### src/rtl/uart_decoder_pkg.sv
// rtl/uart_decoder_pkg.sv - shared command-field positions, packet sizing and state encoding
package uart_decoder_pkg;

  localparam int SEL_LSB   = 0;
  localparam int SEL_MSB   = 3;
  localparam int MODE_BIT  = 4;
  localparam int START_BIT = 5;
  localparam int STOP_BIT  = 6;

  localparam int BYTE_BITS = 8;

  // one command byte followed by two patterns of data_bit/8 bytes each
  function automatic int pack_num(input int data_bit);
    return 2 * (data_bit / BYTE_BITS) + 1;
  endfunction

  typedef enum logic {
    IDLE = 1'b0,
    RECV = 1'b1
  } state_t;

endpackage

### src/rtl/uart_decoder_if.sv
// rtl/uart_decoder_if.sv - receiver byte strobe in, decoded pattern/command fields out
interface uart_decoder_if #(
  parameter int DATA_BIT = 32
);

  logic [7:0]          i_data;
  logic                i_rx_done_tick;
  logic [DATA_BIT-1:0] o_output_pattern;
  logic [DATA_BIT-1:0] o_freq_pattern;
  logic [3:0]          o_sel_out;
  logic                o_mode;
  logic                o_start;
  logic                o_stop;
  logic                o_done_tick;

  modport master (
    input  i_data, i_rx_done_tick,
    output o_output_pattern, o_freq_pattern, o_sel_out,
           o_mode, o_start, o_stop, o_done_tick
  );

  modport slave (
    output i_data, i_rx_done_tick,
    input  o_output_pattern, o_freq_pattern, o_sel_out,
           o_mode, o_start, o_stop, o_done_tick
  );

endinterface

### src/rtl/uart_decoder.sv
// rtl/uart_decoder.sv - collects a fixed-length UART packet and commits it atomically to the outputs
module uart_decoder
  import uart_decoder_pkg::*;
#(
  parameter int DATA_BIT = 32,
  parameter int PACK_NUM = pack_num(DATA_BIT)
) (
  input  logic            clk,
  input  logic            rst_n,
  uart_decoder_if.master  bus
);

  localparam int NB    = DATA_BIT / 8;
  localparam int CNT_W = $clog2(PACK_NUM);
  localparam logic [CNT_W-1:0] LAST = CNT_W'(PACK_NUM - 1);

  state_t              r_state;
  logic [CNT_W-1:0]    r_cnt;
  logic [6:0]          r_cmd;
  logic [DATA_BIT-1:0] r_out_stage;
  logic [DATA_BIT-1:0] r_freq_stage;

  logic [DATA_BIT-1:0] r_output_pattern;
  logic [DATA_BIT-1:0] r_freq_pattern;
  logic [3:0]          r_sel_out;
  logic                r_mode;
  logic                r_start;
  logic                r_stop;
  logic                r_done_tick;

  logic [6:0]          w_cmd;
  logic [DATA_BIT-1:0] w_out;
  logic [DATA_BIT-1:0] w_freq;
  logic                w_last;

  // staging with the current byte merged in, so the final byte commits in the same edge
  always_comb begin
    w_cmd  = r_cmd;
    w_out  = r_out_stage;
    w_freq = r_freq_stage;
    if (r_state == IDLE) begin
      w_cmd = bus.i_data[6:0];
    end
    for (int b = 0; b < NB; b++) begin
      if (r_cnt == CNT_W'(b + 1))      w_out[b*8 +: 8]  = bus.i_data;
      if (r_cnt == CNT_W'(b + 1 + NB)) w_freq[b*8 +: 8] = bus.i_data;
    end
  end

  assign w_last = bus.i_rx_done_tick && (r_cnt == LAST);

  always_ff @(posedge clk or negedge rst_n) begin
    if (!rst_n) begin
      r_state          <= IDLE;
      r_cnt            <= '0;
      r_cmd            <= '0;
      r_out_stage      <= '0;
      r_freq_stage     <= '0;
      r_output_pattern <= '0;
      r_freq_pattern   <= '0;
      r_sel_out        <= '0;
      r_mode           <= 1'b0;
      r_start          <= 1'b0;
      r_stop           <= 1'b0;
      r_done_tick      <= 1'b0;
    end else begin
      r_done_tick <= 1'b0;
      r_start     <= 1'b0;
      r_stop      <= 1'b0;
      if (bus.i_rx_done_tick) begin
        r_cmd        <= w_cmd;
        r_out_stage  <= w_out;
        r_freq_stage <= w_freq;
        if (w_last) begin
          r_cnt            <= '0;
          r_state          <= IDLE;
          r_output_pattern <= w_out;
          r_freq_pattern   <= w_freq;
          r_sel_out        <= w_cmd[SEL_MSB:SEL_LSB];
          r_mode           <= w_cmd[MODE_BIT];
          r_start          <= w_cmd[START_BIT];
          r_stop           <= w_cmd[STOP_BIT];
          r_done_tick      <= 1'b1;
        end else begin
          r_cnt   <= r_cnt + 1'b1;
          r_state <= RECV;
        end
      end
    end
  end

  assign bus.o_output_pattern = r_output_pattern;
  assign bus.o_freq_pattern   = r_freq_pattern;
  assign bus.o_sel_out        = r_sel_out;
  assign bus.o_mode           = r_mode;
  assign bus.o_start          = r_start;
  assign bus.o_stop           = r_stop;
  assign bus.o_done_tick      = r_done_tick;

endmodule

### src/flat_wrapper.sv
// flat-port wrapper written by rule: the top's interface ports become plain ports
module uart_decoder_flat import uart_decoder_pkg::*;
#(
  parameter int DATA_BIT = 32,
  parameter int PACK_NUM = pack_num(DATA_BIT)
)
  (clk, rst_n, bus_i_data, bus_i_rx_done_tick, bus_o_output_pattern, bus_o_freq_pattern, bus_o_sel_out, bus_o_mode, bus_o_start, bus_o_stop, bus_o_done_tick);
  uart_decoder_if #(.DATA_BIT(DATA_BIT)) bus_i ();
  input  logic clk;
  input  logic rst_n;
  input wire logic [$bits(bus_i.i_data)-1:0] bus_i_data;
  input wire logic [$bits(bus_i.i_rx_done_tick)-1:0] bus_i_rx_done_tick;
  output wire logic [$bits(bus_i.o_output_pattern)-1:0] bus_o_output_pattern;
  output wire logic [$bits(bus_i.o_freq_pattern)-1:0] bus_o_freq_pattern;
  output wire logic [$bits(bus_i.o_sel_out)-1:0] bus_o_sel_out;
  output wire logic [$bits(bus_i.o_mode)-1:0] bus_o_mode;
  output wire logic [$bits(bus_i.o_start)-1:0] bus_o_start;
  output wire logic [$bits(bus_i.o_stop)-1:0] bus_o_stop;
  output wire logic [$bits(bus_i.o_done_tick)-1:0] bus_o_done_tick;
  assign bus_i.i_data = bus_i_data;
  assign bus_i.i_rx_done_tick = bus_i_rx_done_tick;
  assign bus_o_output_pattern = bus_i.o_output_pattern;
  assign bus_o_freq_pattern = bus_i.o_freq_pattern;
  assign bus_o_sel_out = bus_i.o_sel_out;
  assign bus_o_mode = bus_i.o_mode;
  assign bus_o_start = bus_i.o_start;
  assign bus_o_stop = bus_i.o_stop;
  assign bus_o_done_tick = bus_i.o_done_tick;
  uart_decoder #(.DATA_BIT(DATA_BIT), .PACK_NUM(PACK_NUM)) u_core (.clk(clk), .rst_n(rst_n), .bus(bus_i));
endmodule
### config.mk
export PLATFORM = sky130hd
export DESIGN_NAME = uart_decoder_flat
export DESIGN_NICKNAME = d
export VERILOG_FILES = /design/src/rtl/uart_decoder_pkg.sv /design/src/rtl/uart_decoder_if.sv /design/src/rtl/uart_decoder.sv /design/src/flat_wrapper.sv
export SDC_FILE = /design/constraint.sdc
export NUM_CORES = 1
export LEC_CHECK = 0
export ABC_CLOCK_PERIOD_IN_PS = 1950
export BUFFER_PORTS_ARGS = -buffer_cell sky130_fd_sc_hd__buf_2
export CAP_MARGIN = 5
export CORE_MARGIN = 2
export CORE_UTILIZATION = 56
export CTS_CLUSTER_SIZE = 10
export DETAILED_ROUTE_END_ITERATION = 12
export PLACE_DENSITY = 0.78
export SETUP_SLACK_MARGIN = 0.02
export SLEW_MARGIN = 15
export SYNTH_ARGS = -nofsm -noshare
export SYNTH_HDL_FRONTEND = slang
export SYNTH_SLANG_ARGS = --single-unit
### constraint.sdc
create_clock -name clk -period 1.95 [get_ports clk]
set_input_delay 0.39 -clock clk [delete_from_list [all_inputs] [get_ports clk]]
set_output_delay 0.39 -clock clk [all_outputs]
set_load 0.03 [all_outputs]
### Word-level counts from Yosys, hierarchy flattened

Index checks and enable logic that the tools add are counted.

| storage, ports and cells | value |
|---|---|
| register bits after elaboration | 148 |
| input port bits | 11 |
| output and inout bits | 72 |
| word-level logic and storage cells | 40 |

| cells by class | value |
|---|---|
| add/subtract/negate cells | 1 |
| equal/unequal tests | 8 |
| muxes and demuxes | 17 |
| reductions and logical operators | 2 |

Operator list:

| cell | number |
|---|---|
| $mux W8 | 8 |
| $eq A4 B3 Y1 const B | 4 |
| $eq A4 B2 Y1 const B | 2 |
| $mux W1 | 7 |
| $mux W7 | 1 |
| $add A4 B1 Y4 const B | 1 |
| $eq A4 B1 Y1 const B | 1 |
| $eq A4 B4 Y1 const B | 1 |
| $mux W4 | 1 |
| $reduce_and A2 Y1 | 1 |
| $logic_and A1 B1 Y1 | 1 |

### Depth between registers and ports, before layout

| depth | value |
|---|---|
| depth in word-level cells | 4 |
| gate-level depth with buffers | 8 |
| depth with buffers taken out | 6 |

### Worst setup path before layout

No wires, ideal clock.

| path | value |
|---|---|
| kind | flip-flop to flip-flop |
| start point | register u_core.r_cnt[0] |
| end point | register u_core.r_out_stage[15] |
| setup time | 0.125 ns |
| data arrival time | 1.421 ns |
| data required time | 1.825 ns |
| path slack | 0.404 ns |
| cell stages (with the launch flop) | 6 |
| buffers on the path | 0 |
| period minus slack after synthesis | 1.546 ns |
| cells stage by stage | dfrtp_1 inv_1 ha_1 nand2_1 nor3_4 mux2_2 |

| between the ends | value |
|---|---|
| longest elaborated chain between the ends | 2 |

Ends and longest elaborated chain:

| element | RTL line | RTL |
|---|---|---|
| start, declared | uart_decoder.sv:18 | `logic [CNT_W-1:0] r_cnt;` |
| start signal, assigned | uart_decoder.sv:85 | `r_cnt <= r_cnt + 1'b1;` |
| $eq A4 B2 Y1 | uart_decoder.sv:45 | `if (r_cnt == CNT_W'(b + 1)) w_out[b*8 +: 8] = bus.i_data;` |
| $mux W8 | uart_decoder.sv:45 |  |
| end signal, assigned | uart_decoder.sv:72 | `r_out_stage <= w_out;` |
| end, declared | uart_decoder.sv:20 | `logic [DATA_BIT-1:0] r_out_stage;` |

Every way passes these cells.
A chain may end at the register's enable or synchronous reset.

### Worst setup path after layout

| path | value |
|---|---|
| start point | register u_core.r_cnt[0] |
| end point | register u_core.r_out_stage[12] |

Same word-level chain as after synthesis.

==> flow_metrics.tcl <==
set metrics [dict create \
    outcome "completed" \
    critical_path_arrival_ns 2.16 \
    cts_buffers 17 \
    powerDensity_nw_per_um2 1723 \
    path_buf_inv 1 \
    drive_above_1_share_pct 33.97 \
    core_um2 9774 \
    cts_tree "built" \
    syn_area_um2 5655 \
    drc 0 \
    cts_max_level 4 \
    clock_skew_ns 0.006630 \
    cts.clk_slew.worst_paths_ns 0.06 \
    p_leak_nw 3.537 \
    die_y_um 104.5 \
    gr-total-overflow 0 \
    period_share_pct 90.25 \
    core.rowCount 36 \
    slowest_delay_ns 0.43 \
    io_buffers 82 \
    path_class "flop to flop" \
    min_period_ns 1.760 \
    syn_area_per_cell_um2 11.57 \
    synth-seq-cells 140 \
    vias 3893 \
    setup_viol 0 \
    wl_per_cell_um 16.71 \
    synth-seq-area-share_pct 61.95 \
    synth_most_common_cell "nand2_1" \
    nets 584 \
    synth_top_cell_by_area "dfrtp_1" \
    vdd_drop_max_v 0.0009120 \
    wl_met2_um 6042 \
    yosysWarningCount 0 \
    crit_fanout 8 \
    antenna_cells 0 \
    first_pass_iters 5 \
    cts_root_buf "clkbuf_8" \
    top_layer "met4" \
    cp.required_ns 2.35 \
    cts_max_path_buffers 2 \
    pin_count 83 \
    cts_sinks 140 \
    die_x_um 104.5 \
    wl_met3_um 627 \
    hold_class "input port to flop" \
    max_freq_mhz 568.3 \
    relSlewSlack_pct 72.14 \
    yosys-top-cells-count "148 x nand2_1, 140 x dfrtp_1, 64 x mux2_2" \
    ys_types 24 \
    synthFlopType "dfrtp_1" \
    drv_cap 0 \
    async_flop_share_pct 100.0 \
    initial_core_util_pct 57.86 \
    clock_latency_ns 0.52 \
    synth.area.top_cells "dfrtp_1 62%, mux2_2 13%, nand2_1 9.8%, nand3_1 5.0%, buf_2 1.9%" \
    gp_congestion 0.7693 \
    power_mw 11.58 \
    grt_max_degree 45 \
    hpwl_um 7530 \
    ant_nets 0 \
    drtIter0Drc 276 \
    worstSetupStartpointType "flop" \
    syn_nets 504 \
    instances_no_fill 713 \
    postCtsHoldBufs 1 \
    post_cts_resized 0 \
    grt_pass1_vias 3894 \
    whs_ns 0.1697 \
    synth-edff-count 0 \
    die_area_um2 10920 \
    critPathTopFamily "simple AND/OR/NAND/NOR gates" \
    worst_slew_pin_slew_ns 0.4165 \
    final-max-slew-violation-count 0 \
    cts_setup_buffers 0 \
    cp_slowest_cell "dfrtp_1" \
    cp-end-kind "flop" \
    grt_pass1_wl_um 19850 \
    final-hold-violation-count 0 \
    dpl.cell_count 682 \
    wl_um 11910 \
    antenna_found_initial 0 \
    met1_length_um 4998 \
    grtUsageTotal_pct 23.61 \
    area_delta_synth_final_pct 18.78 \
    viasPerCell 5.460 \
    setup_tns_ns 0 \
    synth_top_area_share_pct 61.95 \
    netlist_instances 489 \
    fin_util_pct 68.73 \
    path_cells "inv_1 > ha_1 > nand2_1 > nor3_4 > mux2_2" \
    grt_setup_unrepaired "false" \
]
[cell families after synthesis]
group,after synthesis,synth area share (%)
adders and majority gates,4,0.8850
AOI/OAI and AO/OA,11,1.084
buffers and inverters,36,3.518
DFF,140,61.95
and+or+nand+nor,227,18.58
muxes,71,13.98
[cell usage in the layout (no fill, tap or decap), types with 2 or more instances in the layout]
master | synthesis | layout
buf_12 | 0 | 3
buf_2 | 22 | 81
buf_4 | 7 | 8
bufinv_16 | 0 | 2
clkbuf_1 | 3 | 3
clkbuf_16 | 0 | 16
clkbuf_8 | 1 | 2
clkinv_2 | 0 | 6
dfrtp_1 | 140 | 140
ha_1 | 4 | 4
inv_1 | 2 | 2
mux2_2 | 64 | 64
mux2i_1 | 7 | 7
nand2_1 | 148 | 148
nand3_1 | 57 | 57
nand3_2 | 4 | 4
nand3b_1 | 4 | 4
nor2_1 | 4 | 4
nor2b_4 | 2 | 2
nor3_4 | 2 | 2
o21ai_0 | 9 | 9
or3b_2 | 3 | 3
[sequential cells by signal, indices dropped and copies added (netlist names)]
signal                       cells
u_core.r_cmd                     7
u_core.r_out_stage              32
u_core.r_state                   1
u_core.r_freq_stage             24
u_core.bus.o_freq_pattern       32
u_core.bus.o_output_pattern     32
u_core.r_cnt                     4
u_core.bus.o_start               1
u_core.bus.o_stop                1
u_core.bus.o_sel_out             4
u_core.bus.o_done_tick           1
u_core.bus.o_mode                1
[path summary, 6_finish.rpt]
| path | from | end | slack, ns | cells past startpoint |
|---|---|---|---|---|
| setup / recovery | u_core.r_cnt[0] | u_core.r_out_stage[12] | 0.19 | 5 |
| hold / removal | bus_i_rx_done_tick | u_core.r_state | 0.17 | 3 |
| setup reg to reg | u_core.r_cnt[0] | u_core.r_out_stage[12] | 0.19 | 5 |
| hold reg to reg | u_core.bus.o_output_pattern[2] | u_core.bus.o_output_pattern[2] | 0.46 | 2 |
| max in group asynchronous | rst_n | u_core.r_freq_stage[3] | 1.02 | 3 |
| min in group asynchronous | rst_n | u_core.r_cmd[3] | 0.35 | 2 |
[final cells by class]
cell class,instances,area [µm²]
Sequential cell,140,3503
Fill cell,751,3057
Multi-Input combinational cell,313,1953
Timing Repair Buffer,94,546.8
Clock buffer,21,439.2
Tap cell,133,166.4
Clock inverter,9,97.59
Inverter,3,11.26
[report_power, final]
group	internal, mW	switching (mW)	leakage (nW)
combinational	1.39	2.41	1.50
sequential	4.15	0.685	1.77
clock	1.82	1.12	0.267
total	7.37	4.21	3.54
[worst reg2reg max path, delay by kind of cell, from the launching register on]
family	cells	cell delay [ns]
adder cells (fa/ha/maj)	1	0.24
buffers and inverters	1	0.14
flip-flops	1	0.43
multiplexers	1	0.39
AND/OR/NAND/NOR	2	0.45
[metal layers]
metal	vias up	GRT usage, %
met3	27	6.955
met4	0	8.591
met5	-	0
met1	1958	30.77
met2	127	37.77
li1	1781	-
[per-stage QoR]
step                cell area, µm²  setup slack (ns)
floorplan                     5655            0.4037
global placement              6171            0.2729
detailed placement            6171            0.2337
CTS                           6718            0.1783
global route                  6718           0.05793
finish                        6718            0.1902
Note: power is estimated with default switching activity, not from simulation.
